File: src/rtl/ysyx_22040125_ifu_fetch.sv
// ysyx_22040125_ifu_fetch
// Instruction fetch stage plus IF/ID pipeline register for the RV64 core.
// Keeps the PC, issues one instruction-memory request at a time, buffers a
// response that arrives during a load-use stall, and presents the fetched
// instruction to decode.
//
// Optional feature macro: YSYX_IFU_PERF_CNT_EN adds the perf_fetch_cnt
// output, a 64-bit count of instructions loaded into IF/ID.
//
// Ports:
//   clk          in   core clock, rising-edge
//   rst          in   synchronous active-high reset
//   stall        in   hold IF/ID and PC (load-use hazard)
//   redirect     in   taken branch/jump from EXE, flushes fetch
//   redirect_pc  in   64-bit redirect target
//   imem_req     out  fetch request valid
//   imem_addr    out  fetch address (current pc)
//   imem_ready   in   memory accepts the request this cycle
//   imem_rvalid  in   response data valid
//   imem_rdata   in   32-bit instruction word
//   id_valid     out  IF/ID holds a valid instruction
//   id_pc        out  PC of the IF/ID instruction
//   id_inst      out  IF/ID instruction word
//   dbg_state    out  current FSM state (0=REQ, 1=WAIT, 2=HOLD)
//   perf_fetch_cnt out (YSYX_IFU_PERF_CNT_EN only) loaded-instruction count
//
// Handshake: a request transfers in a cycle where imem_req=1 and
// imem_ready=1; imem_addr is held while imem_req=1 and imem_ready=0 (a
// redirect may change it). Exactly one response (imem_rvalid=1) follows each
// transferred request; imem_rvalid is ignored unless a request is outstanding.

module ysyx_22040125_ifu_fetch #(
    parameter logic [63:0] RESET_PC = 64'h0000_0000_8000_0000
) (
    input  logic        clk,
    input  logic        rst,
    input  logic        stall,
    input  logic        redirect,
    input  logic [63:0] redirect_pc,
    output logic        imem_req,
    output logic [63:0] imem_addr,
    input  logic        imem_ready,
    input  logic        imem_rvalid,
    input  logic [31:0] imem_rdata,
    output logic        id_valid,
    output logic [63:0] id_pc,
    output logic [31:0] id_inst,
    output logic [1:0]  dbg_state
`ifdef YSYX_IFU_PERF_CNT_EN
    ,
    output logic [63:0] perf_fetch_cnt
`endif
);

    typedef enum logic [1:0] {
        S_REQ  = 2'd0,
        S_WAIT = 2'd1,
        S_HOLD = 2'd2
    } state_t;

    state_t      state;
    state_t      state_next;
    logic        kill;
    logic        kill_next;
    logic [63:0] pc;
    logic [63:0] pc_next;
    logic [31:0] buf_inst;
    logic [31:0] buf_next;
    logic        load;
    logic [31:0] load_inst;

    // State register
    always_ff @(posedge clk) begin
        if (rst) begin
            state <= S_REQ;
        end else begin
            state <= state_next;
        end
    end

    // Next-state logic; also computes the pc/kill/buffer updates and whether
    // IF/ID takes a new instruction this cycle.
    always_comb begin
        state_next = state;
        kill_next  = kill;
        pc_next    = pc;
        buf_next   = buf_inst;
        load       = 1'b0;
        load_inst  = imem_rdata;

        if (redirect) begin
            pc_next = redirect_pc;
            case (state)
                S_REQ: begin
                    // A request accepted in the redirect cycle is already in
                    // flight: wait for it and throw its data away.
                    if (imem_ready) begin
                        state_next = S_WAIT;
                        kill_next  = 1'b1;
                    end else begin
                        state_next = S_REQ;
                    end
                end
                S_WAIT: begin
                    if (imem_rvalid) begin
                        state_next = S_REQ;
                        kill_next  = 1'b0;
                    end else begin
                        state_next = S_WAIT;
                        kill_next  = 1'b1;
                    end
                end
                default: begin
                    state_next = S_REQ;
                end
            endcase
        end else begin
            case (state)
                S_REQ: begin
                    if (imem_ready) begin
                        state_next = S_WAIT;
                    end
                end
                S_WAIT: begin
                    if (imem_rvalid) begin
                        if (kill) begin
                            kill_next  = 1'b0;
                            state_next = S_REQ;
                        end else if (!stall) begin
                            load       = 1'b1;
                            load_inst  = imem_rdata;
                            pc_next    = pc + 64'd4;
                            state_next = S_REQ;
                        end else begin
                            buf_next   = imem_rdata;
                            state_next = S_HOLD;
                        end
                    end
                end
                S_HOLD: begin
                    if (!stall) begin
                        load       = 1'b1;
                        load_inst  = buf_inst;
                        pc_next    = pc + 64'd4;
                        state_next = S_REQ;
                    end
                end
                default: begin
                    state_next = S_REQ;
                end
            endcase
        end
    end

    // Output logic
    always_comb begin
        imem_req  = (state == S_REQ);
        imem_addr = pc;
        dbg_state = state;
    end

    // Datapath registers: pc, kill flag, stall buffer
    always_ff @(posedge clk) begin
        if (rst) begin
            pc       <= RESET_PC;
            kill     <= 1'b0;
            buf_inst <= 32'd0;
        end else begin
            pc       <= pc_next;
            kill     <= kill_next;
            buf_inst <= buf_next;
        end
    end

    // IF/ID register. Redirect flushes, a load fills, stall holds, and an
    // unstalled cycle with nothing to load becomes a bubble.
    always_ff @(posedge clk) begin
        if (rst) begin
            id_valid <= 1'b0;
            id_pc    <= 64'd0;
            id_inst  <= 32'd0;
        end else if (redirect) begin
            id_valid <= 1'b0;
        end else if (load) begin
            id_valid <= 1'b1;
            id_pc    <= pc;
            id_inst  <= load_inst;
        end else if (!stall) begin
            id_valid <= 1'b0;
        end
    end

`ifdef YSYX_IFU_PERF_CNT_EN
    always_ff @(posedge clk) begin
        if (rst) begin
            perf_fetch_cnt <= 64'd0;
        end else if (load) begin
            perf_fetch_cnt <= perf_fetch_cnt + 64'd1;
        end
    end
`endif

endmodule

File: config.mk
export PLATFORM = sky130hd
export DESIGN_NAME = ysyx_22040125_ifu_fetch
export DESIGN_NICKNAME = d
export VERILOG_FILES = /design/src/rtl/ysyx_22040125_ifu_fetch.sv
export SDC_FILE = /design/constraint.sdc
export NUM_CORES = 1
export LEC_CHECK = 0
export CAP_MARGIN = 25
export CORE_ASPECT_RATIO = 1.75
export CORE_MARGIN = 5
export CORE_UTILIZATION = 39
export DETAILED_ROUTE_END_ITERATION = 7
export GPL_ROUTABILITY_DRIVEN = 0
export PLACE_DENSITY = 0.75
export SETUP_SLACK_MARGIN = 0.05
export SYNTH_ARGS = -nofsm -noshare
export SYNTH_HDL_FRONTEND = slang
export SYNTH_SLANG_ARGS = --single-unit
export TNS_END_PERCENT = 20
File: constraint.sdc
create_clock -name clk -period 2.43 [get_ports clk]
set_clock_uncertainty 0.05 [all_clocks]
set_input_delay 0.729 -clock clk [delete_from_list [all_inputs] [get_ports clk]]
set_output_delay 0.729 -clock clk [all_outputs]
set_load 0.02 [all_outputs]
; ---- Word level (Yosys, flattened, before mapping)
; Index checks and enable logic that the tools add are counted.
[classes]
add_sub_neg = 1
n_eq_ne = 8
n_mux = 30
bitwise_logic = 2
n_reduce_logical = 11
[ops]
columns = operator, count
row1 = two-way mux 64 bit, 4
row2 = case mux 64 bit (2 select lines), 1
row3 = "adder 64 x 3 -> 64 bit, second input constant", 1
row4 = two-way mux 32 bit, 2
row5 = two-way mux 1 bit, 13
row6 = two-way mux 2 bit, 6
row7 = "!= test 3 bit, second input constant", 3
row8 = AND reduction 4 bit, 2
row9 = "!= test 3 x 2 -> 1 bit, second input constant", 2
row10 = case mux 2 bit (3 select lines), 1
row11 = AND reduction 3 bit, 2
row12 = nonzero test 2 bit, 3
row13 = case mux 1 bit (2 select lines), 2
row14 = case mux 2 bit (2 select lines), 1
row15 = nonzero test 3 bit, 1
row16 = "equality test 2 x 1 -> 1 bit, second input constant", 1
row17 = "equality test 2 bit, second input constant", 1
row18 = zero test 2 bit, 1
row19 = "!= test 2 x 1 -> 1 bit, second input constant", 1
row20 = inverter 1 bit, 2
row21 = AND reduction 2 bit, 1
row22 = OR reduction 2 bit, 1
[totals]
regBits = 196
inputBits = 102
word_cells = 59

; ---- Depth between registers and ports, before layout
[depth]
word_depth = 6
mapped_depth = 9
depth_no_buf = 7

; ---- Least setup slack after synthesis
; Ideal clock, no wire load.
[synth_path]
kind = reg-to-reg
start = register state[1] (netlist: dbg_state[1])
end = register pc[35] (netlist: imem_addr[35])
setup_ns = 0.091
arrival_time_ns = 2.599
t_required_ns = 2.289
setup_slack_ns = -0.310
path_stages_with_launch = 9
n_path_buf = 1
synth_period_minus_slack_ns = 2.740
cell_sequence = dfxtp_1 inv_1 ha_1 or3b_4 buf_6 a2111oi_4 nand4_4 or4_1 a311oi_1
[synth_via]
elab_chain_cells = 3
word_cells_on_any_way = 8
[synth_lines]
columns = element, line_no
row1 = "start, declared", 61  ; state_t state;
row2 = "start signal, assigned", 77  ; state <= state_next;
row3 = equality test 2 x 1 -> 1 bit / equality test 2 bit (equally long branches), 118  ; case (state)
row4 = != test 3 bit (no line) (tied with other cells), --
row5 = AND reduction 3 bit (no line) / two-way mux 64 bit (equally long branches), --
row6 = "end signal, assigned", 169  ; pc <= pc_next;
row7 = "end, declared", 65  ; logic [63:0] pc;
; Several ways; a longest one is shown, not always the timed one.
; A chain may end at the register's enable or synchronous reset.

; ---- Worst setup path after layout
[layout_path]
start = input port stall
end = register pc[61] (netlist: imem_addr[61])
[layout_via]
elab_chain_cells = 5
[layout_lines]
columns = element, line_no
row1 = "start, declared", 37  ; input logic stall,
row2 = two-way mux 64 bit *, --
row3 = two-way mux 64 bit (2 in a row), --
row4 = case mux 64 bit (2 select lines) *, --
row5 = two-way mux 64 bit *, --
; Mark *: on every way between the ends. The rest lies on a longest branch, timed or not. The select of a mux whose other input is x is not followed.

==> flow_summary.yaml <==
run_status:
  run_status: "finished with violations"
  violations: "setup timing"
global_route:
  grt_pass1_vias: 8929
  grt_max_degree: 101
  grt_pass1_wl_microns: 47400
  track_usage_pct: 23.3
  antenna_found_initial: 4
  grt_overflow_total: 0
finish:
  final_util_pct: 60.5
  final_nets: 1500
  area_delta_synth_final_pct: 52.5
  num-fill-cells: 2011
  drive_gt1_share_pct: 13.7
timing:
  tightest_slew_ns: 0.537
  setup_violations: 13
  fmaxAchievable_mhz: 394
  setup_tns_ns: -0.657
  grt_setup_unrepaired: "true"
  layout_min_cycle_time_ns: 2.54
  fin_hold_ws_ns: 0.402
  period_share_pct: 105
  slew_violations: 0
  hold_viol_final: 0
  final.setup.worst_slack_ns: -0.110
  maxSlewHeadroom_pct: 64.0
logic_synthesis:
  synth_top_area_share_pct: 44.6
  synth_edf_count: 0
  syn-num-nets: 1183
  yosysSeqAreaShare_pct: 44.6
  ys_async_sr_fraction_pct: 0
  synth.area.top_cells: "dfxtp_1, nand2_1, a21oi_1"
  synthesis.area_sq_um: 8790
  netlist_instances: 1077
  yosysTopAreaCell: "dfxtp_1"
  yosys_warnings: 0
  avgSynthCellArea_sq_um: 8.16
  ys_ff_latch: 196
  ys.flop_type: "dfxtp_1"
  synth.distinct_cells: 56
worst_setup_path:
  critPathLaunchType: "input pin"
  cp.required_ns: 2.72
  path_cells: "dlygate4sd2_1, or3b_4, a2111oi_4, nand4_1, or2_1, a2111oi_2"
  setup.worst_path.end_class: "flip-flop"
  critPathKind: "in -> reg"
  critPathMaxStageDelay_ns: 0.48
  critPathArrivalTime_ns: 2.83
  path_buf_inv: 1
  crit_family: "simple AND/OR/NAND/NOR gates"
  slowest_stage: "or3b_4"
  cp_max_fo: 6
drt:
  vias_per_cell: 5.41
  firstDrtPassIters: 7
  drtIter0Drc: 543
  vias: 9228
  wl_per_cell_microns: 17.9
  drc: 0
  ant_nets: 0
  wl_microns: 30600
power:
  leakagePower_nw: 5.09
  p_total_mw: 7.30
  ir_drop_uv: 692
  powerDensity_nw_per_um2: 545
placement:
  hpwl_microns: 22400
  pre_cts_ws_ns: -0.867
  portBuffers: 265
cts:
  cts.sinks: 196
  cts_buffers: 17
  cts_tree: "done"
  cts_root_buffer: "clkbuf_16"
  cts.clk_slew.worst_paths_ns: 0.07
  clock_path_buffers: 2
  ctsHtreeMaxLevel: 4
  insertion_delay_ns: 0.45
floorplanning:
  die_h_microns: 209
  die_x_microns: 123
  ioPinCount: 266
  num_rows: 72
  dieArea_sq_um: 25800
  start_util_pct: 39.7
  core_sq_um: 22200
job:
  max-cap-violations: 0
min_path:
  min_path_type: "reg -> reg"
## logic make-up (layout without fill, tap and decap cells)
group | Yosys count | count (layout) | synth area share [%]
buf+inv | 100 | 430 | 4.41
xor+xnor | 27 | 27 | 2.69
other cells | 0 | 4 | 0
compound gates | 251 | 251 | 19.0
mux | 37 | 37 | 4.23
flops | 196 | 196 | 44.6
simple gates | 462 | 462 | 24.4
fa+ha+maj | 4 | 4 | 0.569
## worst paths after layout
| check | start | end | slack (ns) | depth (start not counted) |
|---|---|---|---|---|
| max | stall | imem_addr[61] | -0.11 | 6 |
| min | id_pc[33] | id_pc[33] | 0.40 | 2 |
| min reg2reg | id_pc[33] | id_pc[33] | 0.40 | 2 |
| max reg2reg | dbg_state[1] | imem_addr[61] | -0.11 | 7 |
## cell type report
| cell class | instances | area [sq um] | area share, % |
|---|---|---|---|
| clock buffers | 18 | 429 | 3.20 |
| flip-flops and latches | 196 | 3930 | 29.3 |
| clock inverters | 14 | 169 | 1.26 |
| well taps | 296 | 370 | 2.76 |
| multi-input cells | 781 | 4720 | 35.3 |
| inverters | 20 | 75.1 | 0.560 |
| repair buffers | 378 | 3690 | 27.6 |
| diodes | 4 | 10.0 | 0.0747 |
## metal layers
layer  global-route usage [%]  up-vias  share of wire, %
met1                     25.9     4363                37
met5                        0        -                 0
li1                         -     4457                 -
met2                     40.8      326                52
met4                     11.3        0               4.1
met3                     5.33       82               6.5
## cell usage in the layout, fill, tap and decap left out, drive strengths merged, types with 18 or more instances in the layout
cell / n
nand2: 233
a211oi: 58
a21oi: 109
nor2: 88
mux2i: 36
clkdlybuf4s50: 233
nand4: 23
inv: 26
nand3: 29
buf: 116
clkbuf: 18
dfxtp: 196
a311oi: 22
## cell usage after synthesis (2+ instances only)
cell       count
nor2_1        88
nor3b_1        3
a211oi_1      58
and4_1        11
or3_1          4
buf_2          4
nand4_1       22
inv_1         19
a21oi_1      108
mux2i_1       36
nand2_1      233
xnor2_1       14
o211a_1        6
and3_1         6
nor2b_1        4
and2_1         3
a2111oi_0      4
xor2_1        13
or2_0          2
o21ai_0       17
and3b_1        2
a311oi_1      22
buf_1          7
o31ai_1       14
nor4b_1        7
or4_1         14
nand3_1       29
o21a_1         5
a2111oi_2      2
o211ai_1       3
a31oi_1        2
nor4_1        11
o31a_1         2
nor3_1        13
clkbuf_1      68
dfxtp_1      196
nand2b_1       3
ha_1           4
## registers in the layout, indices dropped and copies added, names as in the netlist
signal,flops
id_pc,64
imem_addr,64
buf_inst,32
id_inst,32
dbg_state,2
id_valid,1
kill,1
## what timing repair did
action,in CTS,in global routing
pin swaps,15,19
buffers inserted,7,1
endpoints found under the setup margin,54,62
gates cloned,0,0
gates resized for setup,36,51
hold buffers,0,0
## worst reg2reg max path, delay by kind of cell, from the launching register on
kind,cells,cell delay (ns)
AOI/OAI and AO/OA,2,0.77
adders and majority gates,1,0.17
buffers and inverters,1,0.05
DFF,1,0.37
and+or+nand+nor,3,1.02
## through the flow
stage / cell area (sq um) / cells
finish: 13400 / 1707
global route: 13400 / 1706
CTS: 13200 / 1702
detailed placement: 12400 / 1663
global placement: 12400 / 1663
floorplan: 8790 / 1077
## power by group
group	switching, mW	internal, mW
Clock	1.38	1.55
Combinational	0.489	0.482
Sequential	0.101	3.30
Total	1.97	5.33
(Power assumes the default switching activity.)
